[src/rtl/sky130_ajc_ip__ovmon_ctrl.sv]
// Over-voltage monitor controller: per-channel settle/debounce FSM; optional sticky flags via OVMON_STICKY_EN.
// Latency: comp_in edge to ovout change = 2 (sync) + db_len + 2 cycles; irq one cycle after its source.
// Backpressure: none; the block is free-running and consumes comp_in every cycle.
module sky130_ajc_ip__ovmon_ctrl #(
    parameter int NCH    = 4,
    parameter int TRIPW  = 4,
    parameter int DBW    = 8,
    parameter int SETTLE = 16
) (
    input  logic                 clk,
    input  logic                 rst,
    input  logic [NCH-1:0]       ena,
    input  logic [NCH*TRIPW-1:0] otrip_cfg,
    input  logic [NCH-1:0]       comp_in,
    input  logic [DBW-1:0]       db_len,
    input  logic [NCH-1:0]       clr,
    input  logic [NCH-1:0]       irq_mask,
    output logic [NCH-1:0]       ena_ana,
    output logic [NCH*TRIPW-1:0] otrip,
    output logic [NCH-1:0]       ovout,
    output logic [NCH-1:0]       ov_sticky,
    output logic                 irq
);

    localparam int SW = (SETTLE > 1) ? $clog2(SETTLE) : 1;
    localparam logic [SW-1:0] SETTLE_LOAD = SW'(SETTLE - 1);

    typedef enum logic [2:0] {
        ST_OFF,
        ST_SETTLE,
        ST_LOW,
        ST_RISE,
        ST_HIGH,
        ST_FALL
    } state_t;

    logic [NCH-1:0] sync_a;
    logic [NCH-1:0] sync_b;
    logic [NCH-1:0] ov_nxt;

    always_ff @(posedge clk) begin
        if (rst) begin
            sync_a <= '0;
            sync_b <= '0;
        end else begin
            sync_a <= comp_in;
            sync_b <= sync_a;
        end
    end

    for (genvar i = 0; i < NCH; i++) begin : g_ch
        state_t           state;
        state_t           state_nxt;
        logic [DBW-1:0]   cnt;
        logic [DBW-1:0]   cnt_nxt;
        logic [DBW-1:0]   dbl;
        logic [DBW-1:0]   dbl_nxt;
        logic [SW-1:0]    scnt;
        logic [SW-1:0]    scnt_nxt;
        logic [TRIPW-1:0] trip_q;
        logic             ena_q;
        logic             ov_q;

        always_comb begin
            state_nxt = state;
            cnt_nxt   = cnt;
            dbl_nxt   = dbl;
            scnt_nxt  = scnt;
            if (!ena[i]) begin
                state_nxt = ST_OFF;
                cnt_nxt   = '0;
                scnt_nxt  = '0;
            end else begin
                case (state)
                    ST_OFF: begin
                        state_nxt = ST_SETTLE;
                        scnt_nxt  = SETTLE_LOAD;
                    end
                    ST_SETTLE: begin
                        if (scnt == '0) state_nxt = ST_LOW;
                        else            scnt_nxt  = scnt - 1'b1;
                    end
                    ST_LOW: begin
                        if (sync_b[i]) begin
                            state_nxt = ST_RISE;
                            cnt_nxt   = '0;
                            dbl_nxt   = db_len;
                        end
                    end
                    ST_RISE: begin
                        if (!sync_b[i]) begin
                            state_nxt = ST_LOW;
                            cnt_nxt   = '0;
                        end else if (cnt == dbl) begin
                            state_nxt = ST_HIGH;
                        end else if (!(&cnt)) begin
                            cnt_nxt = cnt + 1'b1;
                        end
                    end
                    ST_HIGH: begin
                        if (!sync_b[i]) begin
                            state_nxt = ST_FALL;
                            cnt_nxt   = '0;
                            dbl_nxt   = db_len;
                        end
                    end
                    ST_FALL: begin
                        if (sync_b[i]) begin
                            state_nxt = ST_HIGH;
                        end else if (cnt == dbl) begin
                            state_nxt = ST_LOW;
                            cnt_nxt   = '0;
                        end else if (!(&cnt)) begin
                            cnt_nxt = cnt + 1'b1;
                        end
                    end
                    default: begin
                        state_nxt = ST_OFF;
                        cnt_nxt   = '0;
                        scnt_nxt  = '0;
                    end
                endcase
            end
        end

        always_ff @(posedge clk) begin
            if (rst) begin
                state  <= ST_OFF;
                cnt    <= '0;
                dbl    <= '0;
                scnt   <= '0;
                trip_q <= '0;
                ena_q  <= 1'b0;
                ov_q   <= 1'b0;
            end else begin
                state <= state_nxt;
                cnt   <= cnt_nxt;
                dbl   <= dbl_nxt;
                scnt  <= scnt_nxt;
                ena_q <= (state_nxt != ST_OFF);
                ov_q  <= ov_nxt[i];
                // Trip code is only retargeted while the comparator is powered down.
                if (state == ST_OFF) trip_q <= otrip_cfg[i*TRIPW +: TRIPW];
            end
        end

        assign ov_nxt[i]                = (state_nxt == ST_HIGH) || (state_nxt == ST_FALL);
        assign ena_ana[i]               = ena_q;
        assign ovout[i]                 = ov_q;
        assign otrip[i*TRIPW +: TRIPW]  = trip_q;
    end

`ifdef OVMON_STICKY_EN
    logic [NCH-1:0] sticky_q;

    // A new trip in the same cycle as a clear keeps the flag set.
    always_ff @(posedge clk) begin
        if (rst) begin
            sticky_q <= '0;
            irq      <= 1'b0;
        end else begin
            sticky_q <= (ov_nxt & ~ovout) | (sticky_q & ~clr);
            irq      <= |(sticky_q & ~irq_mask);
        end
    end

    assign ov_sticky = sticky_q;
`else
    logic unused_inputs;
    assign unused_inputs = ^{clr, ov_nxt};

    always_ff @(posedge clk) begin
        if (rst) irq <= 1'b0;
        else     irq <= |(ovout & ~irq_mask);
    end

    assign ov_sticky = '0;
`endif

endmodule

[config.mk]
export PLATFORM = sky130hd
export DESIGN_NAME = sky130_ajc_ip__ovmon_ctrl
export DESIGN_NICKNAME = d
export VERILOG_FILES = /design/src/rtl/sky130_ajc_ip__ovmon_ctrl.sv
export SDC_FILE = /design/constraint.sdc
export NUM_CORES = 1
export LEC_CHECK = 0
export BUFFER_PORTS_ARGS = -buffer_cell sky130_fd_sc_hd__buf_2
export CORE_UTILIZATION = 53
export DETAILED_ROUTE_END_ITERATION = 6
export MAX_ROUTING_LAYER = met4
export PLACE_DENSITY = 0.76
export RECOVER_POWER = 50
export SLEW_MARGIN = 30
export SYNTH_ARGS = -nofsm -noshare
export SYNTH_HDL_FRONTEND = slang
export SYNTH_SLANG_ARGS = --single-unit
[constraint.sdc]
create_clock -name clk -period 1.5 [get_ports clk]
set_input_delay 0.225 -clock clk [delete_from_list [all_inputs] [get_ports clk]]
set_output_delay 0.225 -clock clk [all_outputs]
set_load 0.05 [all_outputs]
== After elaboration in Yosys (flattened, before gate mapping) ==
Cells that the tools add are included.

* Register bits: 125
* Output and inout port bits: 29
* Word-level logic and storage cells: 242

* Add/subtract/negate cells: 8
* Equal/unequal tests: 52
* Muxes and demuxes: 88
* Bitwise operators: 14
* Reductions and logical operators: 49

{| class="wikitable"
|+ Operators with widths
! operator !! count
|-
| 8-bit 2-to-1 mux || 36
|-
| 8-bit one-hot mux with 5 select lines || 4
|-
| 3-bit 2-to-1 mux || 32
|-
| 3-bit one-hot mux with 6 select lines || 4
|-
| 8-bit one-hot mux with 2 select lines || 4
|-
| 3-bit equality test, second input constant || 16
|-
| 4-bit one-hot mux with 3 select lines || 4
|-
| 8-bit by 1-bit adder with 8-bit output, second input constant || 4
|-
| 8-bit equality test || 4
|-
| 2-bit != test, second input constant || 16
|-
| 8-bit AND reduction || 4
|-
| 3-bit by 2-bit equality test with 1-bit output, second input constant || 8
|-
| 5-bit AND reduction || 4
|-
| 4-bit OR reduction || 5
|-
| 4-bit zero test || 4
|-
| 4-bit 2-to-1 mux || 4
|-
| 4-bit AND reduction || 4
|-
| 2-bit OR reduction || 8
|-
| 4-bit by 1-bit subtractor with 4-bit output, second input constant || 4
|-
| 3-bit by 1-bit equality test with 1-bit output, second input constant || 4
|-
| 3-bit zero test || 4
|-
| 3-bit != test, second input constant || 4
|-
| 1-bit NOT || 12
|-
| 3-bit nonzero test || 4
|-
| other kinds (5) || 14
|}

== Logic depth before layout (Yosys ltp) ==
Gate-level depths: netlist of run 1.

* Depth in word-level cells: 7
* Depth in mapped cells: 7
* Depth with buffers taken out: 7

== Worst setup path after synthesis of run 1 ==
No wires, ideal clock.

* Path kind: reg-to-reg
* From: register g_ch[1].cnt[0]
* To: register g_ch[1].cnt[3]
* Setup time: 133 ps
* Data arrival time: 1528 ps
* Data required time: 1367 ps
* Path slack: -161 ps
* Stages on the path, launching flop included: 7
* Path buffers: 0
* Path through: dfxtp_1 > ha_1 > and3_1 > nand4_1 > nor3b_1 > a31o_2 > a21oi_1

* Cells in the longest elaborated chain, start to end: 5
* Elaborated cells on any way between the ends: 11

{| class="wikitable"
|+ Ends and longest elaborated chain
! element !! line !! source
|-
| start, declared || 54 || <nowiki>logic [DBW-1:0] cnt;</nowiki>
|-
| start signal, assigned || 137 || <nowiki>cnt <= cnt_nxt;</nowiki>
|-
| 8-bit by 1-bit adder with 8-bit output or 8-bit AND reduction (tied branches) || - ||
|-
| 8-bit 2-to-1 mux || 96, 113 ||
|-
| 8-bit 2-to-1 mux, on equally long branches || 110, 94 ||
|-
| 8-bit 2-to-1 mux, on equally long branches || 108, 91 ||
|-
| 8-bit one-hot mux with 5 select lines || 74 || <nowiki>case (state)</nowiki>
|}

Several ways; a longest one is shown, not always the timed one. The select of a mux whose other input is x is not followed.
A chain may end at the register's enable or synchronous reset.

== Worst setup path in the final report of run 1 ==
* From: register g_ch[3].dbl[3]
* To: register g_ch[3].cnt[7]

* Cells in the longest elaborated chain, start to end: 4
* Elaborated cells on any way between the ends: 6

{| class="wikitable"
|+ Ends and longest elaborated chain
! element !! line !! source
|-
| start, declared || 56 || <nowiki>logic [DBW-1:0] dbl;</nowiki>
|-
| start signal, assigned || 138 || <nowiki>dbl <= dbl_nxt;</nowiki>
|-
| 8-bit equality test (*) || 94, 110 ||
|-
| 8-bit 2-to-1 mux || 110 || <nowiki>end else if (cnt == dbl) begin</nowiki>
|-
| 8-bit 2-to-1 mux || 108 || <nowiki>if (sync_b[i]) begin</nowiki>
|-
| 8-bit one-hot mux with 5 select lines || 74 ||
|-
| end signal, assigned || 137 ||
|-
| end, declared || 54 ||
|}

Every way passes the cells marked *; elsewhere a longest branch is shown, timed or not. The select of a mux whose other input is x is not followed.

==> results_dict.tcl, run 1 <==
set metrics [dict create \
    rows 39 \
    final_nets 962 \
    setup_slack_ps -462.0 \
    h-tree-depth 4 \
    layout-drive-gt1-share 0.5330 \
    drv_cap 0 \
    antenna_found_initial 0 \
    cp.required_ps 1820 \
    start_util 0.5464 \
    path_cells "xnor2_1, nand4_1, buf_4, o31ai_4, buf_6, buf_6, o31ai_2, and3b_1" \
    slew_violations 0 \
    final_cell_area_um2 9628 \
    end_kind "register" \
    dp_hpwl_mm 11.82 \
    grtUsageTotal 0.3417 \
    synth_ff_type "dfxtp_1" \
    relSlewSlack 0.5064 \
    place_area_um2 7571 \
    cp.arrival_ps 2280 \
    ir_drop_mv 0.8544 \
    die_h_um 111.0 \
    instances_no_fill 1066 \
    p_seq_frac 0.396 \
    via_count 6655 \
    ys_warn_count 0 \
    clk_latency_ps 430 \
    clockBufferDepth 2 \
    avgSynthCellArea_um2 8.715 \
    root_buffer "clkbuf_16" \
    max_freq_mhz 509.7 \
    cp_slowest_cell "dfxtp_2" \
    dieArea_um2 12310 \
    cts_tree "done" \
    synth-seq-cells 125 \
    synth_edf_count 0 \
    first_global_vias 6610 \
    crit_path_frequent_cell "buf_6" \
    finalSetupViolations 60 \
    rr_worst_depth 8 \
    cp_max_fo 5 \
    grt_pass1_wl_mm 32.48 \
    grt-ovfl-total 0 \
    dr.pass1.iters 7 \
    min_path_cells 2 \
    r2r_start "g_ch[3].dbl[3]$_SDFFE_PP0P_" \
    antennaDiodeCount 0 \
    hold_viol 0 \
    dieWidth_um 111.0 \
    dp.cells 997 \
    rsz0062_at_grt "yes" \
    drcViolationCount 5 \
    cts.sinks 125 \
    hold_start "comp_in[0]" \
    portBuffers 62 \
    status "finished with violations" \
    drt_iter0_drc 704 \
    cts_buffers 17 \
    viasPerCell 6.243 \
    syn_area_um2 6292 \
    gp_congestion 0.9055 \
    hold_end "sync_a[0]$_SDFF_PP0_" \
    skew_ps 15.71 \
    ys_seq_area_frac 0.3977 \
    violations "design-rule violations, negative setup slack" \
    critPathLaunchType "register" \
    p_leak_nw 4.086 \
    p_sw_frac 0.2651 \
    worst_pin_slew_ps 740.5 \
    switchingPower_mw 2.345 \
    wl_per_cell_um 21.56 \
    min_period_over_period 1.308 \
    power.internal_mw 6.500 \
    yosysUniqueCellTypes 65 \
    hold_buffers 0 \
    area_growth_pct 53.01 \
    p_comb_frac 0.137 \
    clkTransAtPathRegs_ps 60 \
    hold_path_class "primary input to register" \
    coreArea_um2 11520 \
    synthCells 722 \
    path_class "register to register" \
    ant_nets 0 \
    regToRegEndpoint "g_ch[3].cnt[7]$_SDFFE_PP0P_" \
    r2r_slack_ps -460 \
    slowest_delay_ps 330 \
    p_clk_frac 0.467 \
    p_per_area_nw_per_um2 918.7 \
    io_pins 71 \
    synth-async-reset-ratio 0 \
    wirelength_mm 22.98 \
    grt_max_degree 22 \
    layout_min_cycle_time_ps 1962 \
]
==> metrics by stage <==
step                utilization  power, mW  setup TNS, ps  hold WS, ps  worst slack, ps
global route             0.8361      9.076         -13960        10.48           -504.0
global placement         0.6574      4.498          -3749        425.0           -226.0
finish                   0.8361      8.845         -10610        16.33           -462.0
CTS                      0.7903      8.642          -4495        13.45           -207.0
floorplan                     -      4.200         -327.3        353.2           -83.55
detailed placement       0.6574      4.542          -6850        428.7           -278.6
==> placed cells by master (no fill, tap or decap), types with 12 or more instances in the layout <==
cell type  synthesis  layout
nor2_1            64      59
nor2b_1           20      18
nand2_1           50      39
nand4_1           14      14
o21ai_0           30      20
inv_1             32      32
nand3_1           24      16
xor2_2             1      18
buf_4             12     104
a21oi_1           63      32
dfxtp_2            0      64
clkbuf_16          0      17
clkbuf_2           0      24
dfxtp_4            0      12
dfxtp_1          125      49
mux2i_1           41      36
clkbuf_1          15      12
a21oi_2            0      28
buf_2             12      39
buf_6              1      32
==> flip-flops by register name (all words and copies together) (netlist names) <==
register and count:
irq 1, sync_a 4, g_ch.ena_q 4, g_ch.trip_q 16, g_ch.cnt 32, g_ch.dbl 32, g_ch.state 12, g_ch.ov_q 4
sync_b 4, g_ch.scnt 16
==> kinds of logic after synthesis <==
kind of cell / count (synthesis) / synth area share
adders and majority gates: 10 / 0.01988
AOI/OAI and AO/OA: 166 / 0.1708
xor gates and xnor gates: 36 / 0.05130
DFF: 125 / 0.3977
buffers and inverters: 74 / 0.05488
and+or+nand+nor: 269 / 0.2396
other: 1 / 0.0005960
muxes: 41 / 0.06522
==> repair_timing <==
item / CTS / global route
gates resized for setup: 189 / 117
buffers inserted: 28 / 12
gates cloned: 2 / 1
endpoints found under the setup margin: 65 / 97
pin swaps: 73 / 62
==> layer usage <==
| layer | GRT usage | part of all wire | up-vias |
|---|---|---|---|
| li1 | - | - | 2920 |
| met1 | 0.3633 | 0.38 | 3206 |
| met2 | 0.5874 | 0.49 | 381 |
| met3 | 0.06124 | 0.062 | 148 |
| met4 | 0.2183 | 0.073 | 0 |
| met5 | - | 0 | - |
==> worst max-delay path: cells and delay by family, from the launching register on <==
kind | cells | cell delay, ps
simple gates | 2 | 450
flops | 1 | 330
xor+xnor | 1 | 240
compound gates | 2 | 320
buf+inv | 3 | 520
==> power groups by stage <==
| stage | Clock (mW) | Combinational, mW | Sequential (mW) |
|---|---|---|---|
| floorplan | 0 | 0.529 | 3.67 |
| global placement | 0 | 0.941 | 3.56 |
| detailed placement | 0 | 0.978 | 3.56 |
| CTS | 4.06 | 1.09 | 3.49 |
| global route | 4.29 | 1.28 | 3.51 |
| finish | 4.13 | 1.21 | 3.50 |
==> area by class of cell <==
class                   count  area, um2
clock inverters             7      85.08
clock buffers              25      495.5
well taps                 143      178.9
flip-flops and latches    125       2628
inverters                  32      120.1
multi-input cells         526       4614
repair buffers            208       1506
fillers                   561       1888
==> synth_stat cells (3+ instances only) <==
cell type	count	area, um2
nand2_1	50	187.7
o21ba_2	3	30.03
a221oi_1	3	26.28
inv_1	32	120.1
or4_1	6	45.04
or2_2	3	18.77
dfxtp_1	125	2502
o31ai_1	8	60.06
and2_1	7	43.79
a21oi_1	63	315.3
and4_1	5	43.79
o22ai_1	4	25.02
a311oi_1	3	26.28
o211a_1	4	40.04
nor3b_1	8	60.06
and3_1	12	75.07
o211ai_1	3	22.52
nand4_1	14	87.58
o21ai_0	30	150.1
ha_1	10	125.1
a211oi_1	5	37.54
buf_4	12	90.09
nor3_1	19	95.09
clkbuf_1	15	56.30
xor2_1	24	210.2
nand2b_1	12	75.07
a31o_2	9	78.83
mux2i_1	41	410.4
nand3_1	24	120.1
nor2b_1	20	125.1
nor2_1	64	240.2
xnor2_1	11	96.34
o21a_1	3	22.52
a41oi_1	4	35.03
a31oi_1	4	25.02
or3_1	5	31.28
buf_2	12	60.06
nor4_4	6	127.6
==> how the worst max path moves through the flow <==
stage                                              to  slack, ps                   startpoint
after floorplan               g_ch[3].ov_q$_SDFF_PP0_        -80  g_ch[3].cnt[7]$_SDFFE_PP0P_
after global placement        g_ch[3].ov_q$_SDFF_PP0_       -230  g_ch[3].dbl[7]$_SDFFE_PP0P_
after detailed placement  g_ch[3].state[2]$_SDFF_PP0_       -280  g_ch[3].dbl[3]$_SDFFE_PP0P_
after CTS                 g_ch[3].state[2]$_SDFF_PP0_       -210  g_ch[3].cnt[2]$_SDFFE_PP0P_
after global routing      g_ch[3].cnt[7]$_SDFFE_PP0P_       -500  g_ch[3].dbl[3]$_SDFFE_PP0P_
final                     g_ch[3].cnt[7]$_SDFFE_PP0P_       -460  g_ch[3].dbl[3]$_SDFFE_PP0P_
Power figures use the tool's default switching activity.
==> run 2: changes to the inputs <==
- CORE_UTILIZATION: 53 -> 30
- PLACE_DENSITY: 0.76 -> not set
==> run 2 against run 1 <==
- the run ends with negative setup slack left
- non-clock buffer count increased by 3
- cell count rose by 12%
- total power down 0.61%
- via count decreased by 11%
- register-to-register slack better by 290 ps
- worst setup slack improved by 290 ps
- global-route usage decreased by 18 points
- wire length down 25%
- combinational power down 6%
- die area up 75%
- critical path depth fell by 1
- critical path type unchanged
- critical endpoint is now g_ch[3].cnt[4]$_SDFFE_PP0P_
- largest cell class unchanged
- highest routed layer unchanged
==> results_dict.tcl, run 2 (synthesis gave the netlist of run 1 again) <==
set metrics [dict create \
    relSlewSlack 0.3994 \
    coreArea_um2 20430 \
    clkTransAtPathRegs_ps 60 \
    cp.arrival_ps 2020 \
    dieWidth_um 146.8 \
    dp_hpwl_mm 11.43 \
    grt-ovfl-total 0 \
    top_regs "g_ch.cnt (32), g_ch.dbl (32)" \
    area_growth_pct 52.32 \
    worst-path-buf-inv 2 \
    max_freq_mhz 598.9 \
    postLayoutCoreUtil 0.4691 \
    p_leak_nw 4.085 \
    grt_pass1_wl_mm 27.77 \
    die_h_um 146.8 \
    antenna_found_initial 0 \
    crit_family "simple AND/OR/NAND/NOR gates" \
    antennaDiodeCount 0 \
    cp_slowest_cell "or4_1" \
    drt_iter0_drc 238 \
    hold_viol 0 \
    rsz0062_at_grt "yes" \
    layout_min_cycle_time_ps 1670 \
    ir_drop_mv 0.7716 \
    setup_slack_ps -169.7 \
    min_period_over_period 1.113 \
    drcViolationCount 0 \
    io_pins 71 \
    status "finished with violations" \
    final_common_cell "buf_4" \
    dieArea_um2 21560 \
    cp_max_fo 16 \
    p_per_area_nw_per_um2 917.3 \
    cts_buffers 17 \
    slowest_delay_ps 520 \
    path_class "register to register" \
    first_global_vias 5720 \
    layout_common_cells "113 x buf_4, 74 x dfxtp_1, 61 x buf_2" \
    wl_per_cell_um 14.46 \
    fin_hold_ws_ps 15.70 \
    end_kind "register" \
    viasPerCell 4.933 \
    gp_congestion 0.8336 \
    dpl_worst_slack_ps -225.7 \
    via_count 5905 \
    drv_cap 0 \
    finalSetupViolations 55 \
    start_util 0.3080 \
    finalPower_mw 8.791 \
    skew_ps 9.475 \
    grtUsageTotal 0.1654 \
    root_buffer "clkbuf_16" \
    hold_buffers 0 \
    clockBufferDepth 2 \
    fin_setup_tns_ps -4876 \
    final_nets 966 \
    slew_violations 0 \
    path_cells "xnor2_1, nand4_1, buf_4, o31ai_4, buf_12, or4_1, a21oi_2" \
    grt_max_degree 19 \
    wirelength_mm 17.31 \
    dr.pass1.iters 4 \
    worst_pin_slew_ps 901.0 \
    critPathLaunchType "register" \
    cp.required_ps 1850 \
    cts.sinks 125 \
    n_fill_cell 1932 \
    layout-drive-gt1-share 0.4962 \
    portBuffers 62 \
    cts_tree "done" \
    rows 52 \
    ant_nets 0 \
    violations "negative setup slack" \
    h-tree-depth 4 \
    hold_path_class "primary input to register" \
    clk_latency_ps 420 \
]
-- run 2: worst paths after layout --
kind	startpoint	endpoint	slack [ps]	cells after the start
min	comp_in[3]	sync_a[3]$_SDFF_PP0_	20	2
max reg2reg	g_ch[3].dbl[0]$_SDFFE_PP0P_	g_ch[3].cnt[4]$_SDFFE_PP0P_	-170	7
max	g_ch[3].dbl[0]$_SDFFE_PP0P_	g_ch[3].cnt[4]$_SDFFE_PP0P_	-170	7
min reg2reg	sync_a[0]$_SDFF_PP0_	sync_b[0]$_SDFF_PP0_	430	1
-- run 2: what timing repair did --
action                                  in CTS  in global routing
endpoints found under the setup margin      68                 97
pin swaps                                   71                 49
setup buffers                               21                  7
gates resized for setup                    156                 78
gates cloned                                 2                  0
-- run 2: per-stage QoR --
step	cell area, um2	instances
after detailed placement	7883	1141
after CTS	9239	1191
after floorplan	6502	725
after global placement	7883	1141
after global routing	9584	1197
final	9584	1197
-- run 2: cell type report --
| class | instances | area, um2 | area share |
|---|---|---|---|
| clock buffers | 18 | 439.2 | 0.04582 |
| clock inverters | 14 | 160.2 | 0.01671 |
| inverters | 32 | 120.1 | 0.01253 |
| multi-input cells | 527 | 4393 | 0.4584 |
| flip-flops and latches | 125 | 2581 | 0.2693 |
| well taps | 270 | 337.8 | 0.03525 |
| repair buffers | 211 | 1553 | 0.1620 |
-- run 2: where the power goes --
part / internal, mW / switching (mW)
Clock: 2.52 / 1.64
Combinational: 0.487 / 0.655
Sequential: 3.42 / 0.0798
-- run 2: per-layer routing --
metal / share of wire / routed length [um] / vias to the layer above / GRT usage
li1: - / - / 2946 / -
met1: 0.45 / 7825 / 2825 / 0.1976
met2: 0.49 / 8526 / 109 / 0.2678
met3: 0.034 / 582 / 25 / 0.04006
met4: 0.021 / 372 / 0 / 0.06406
met5: 0 / 0 / - / -
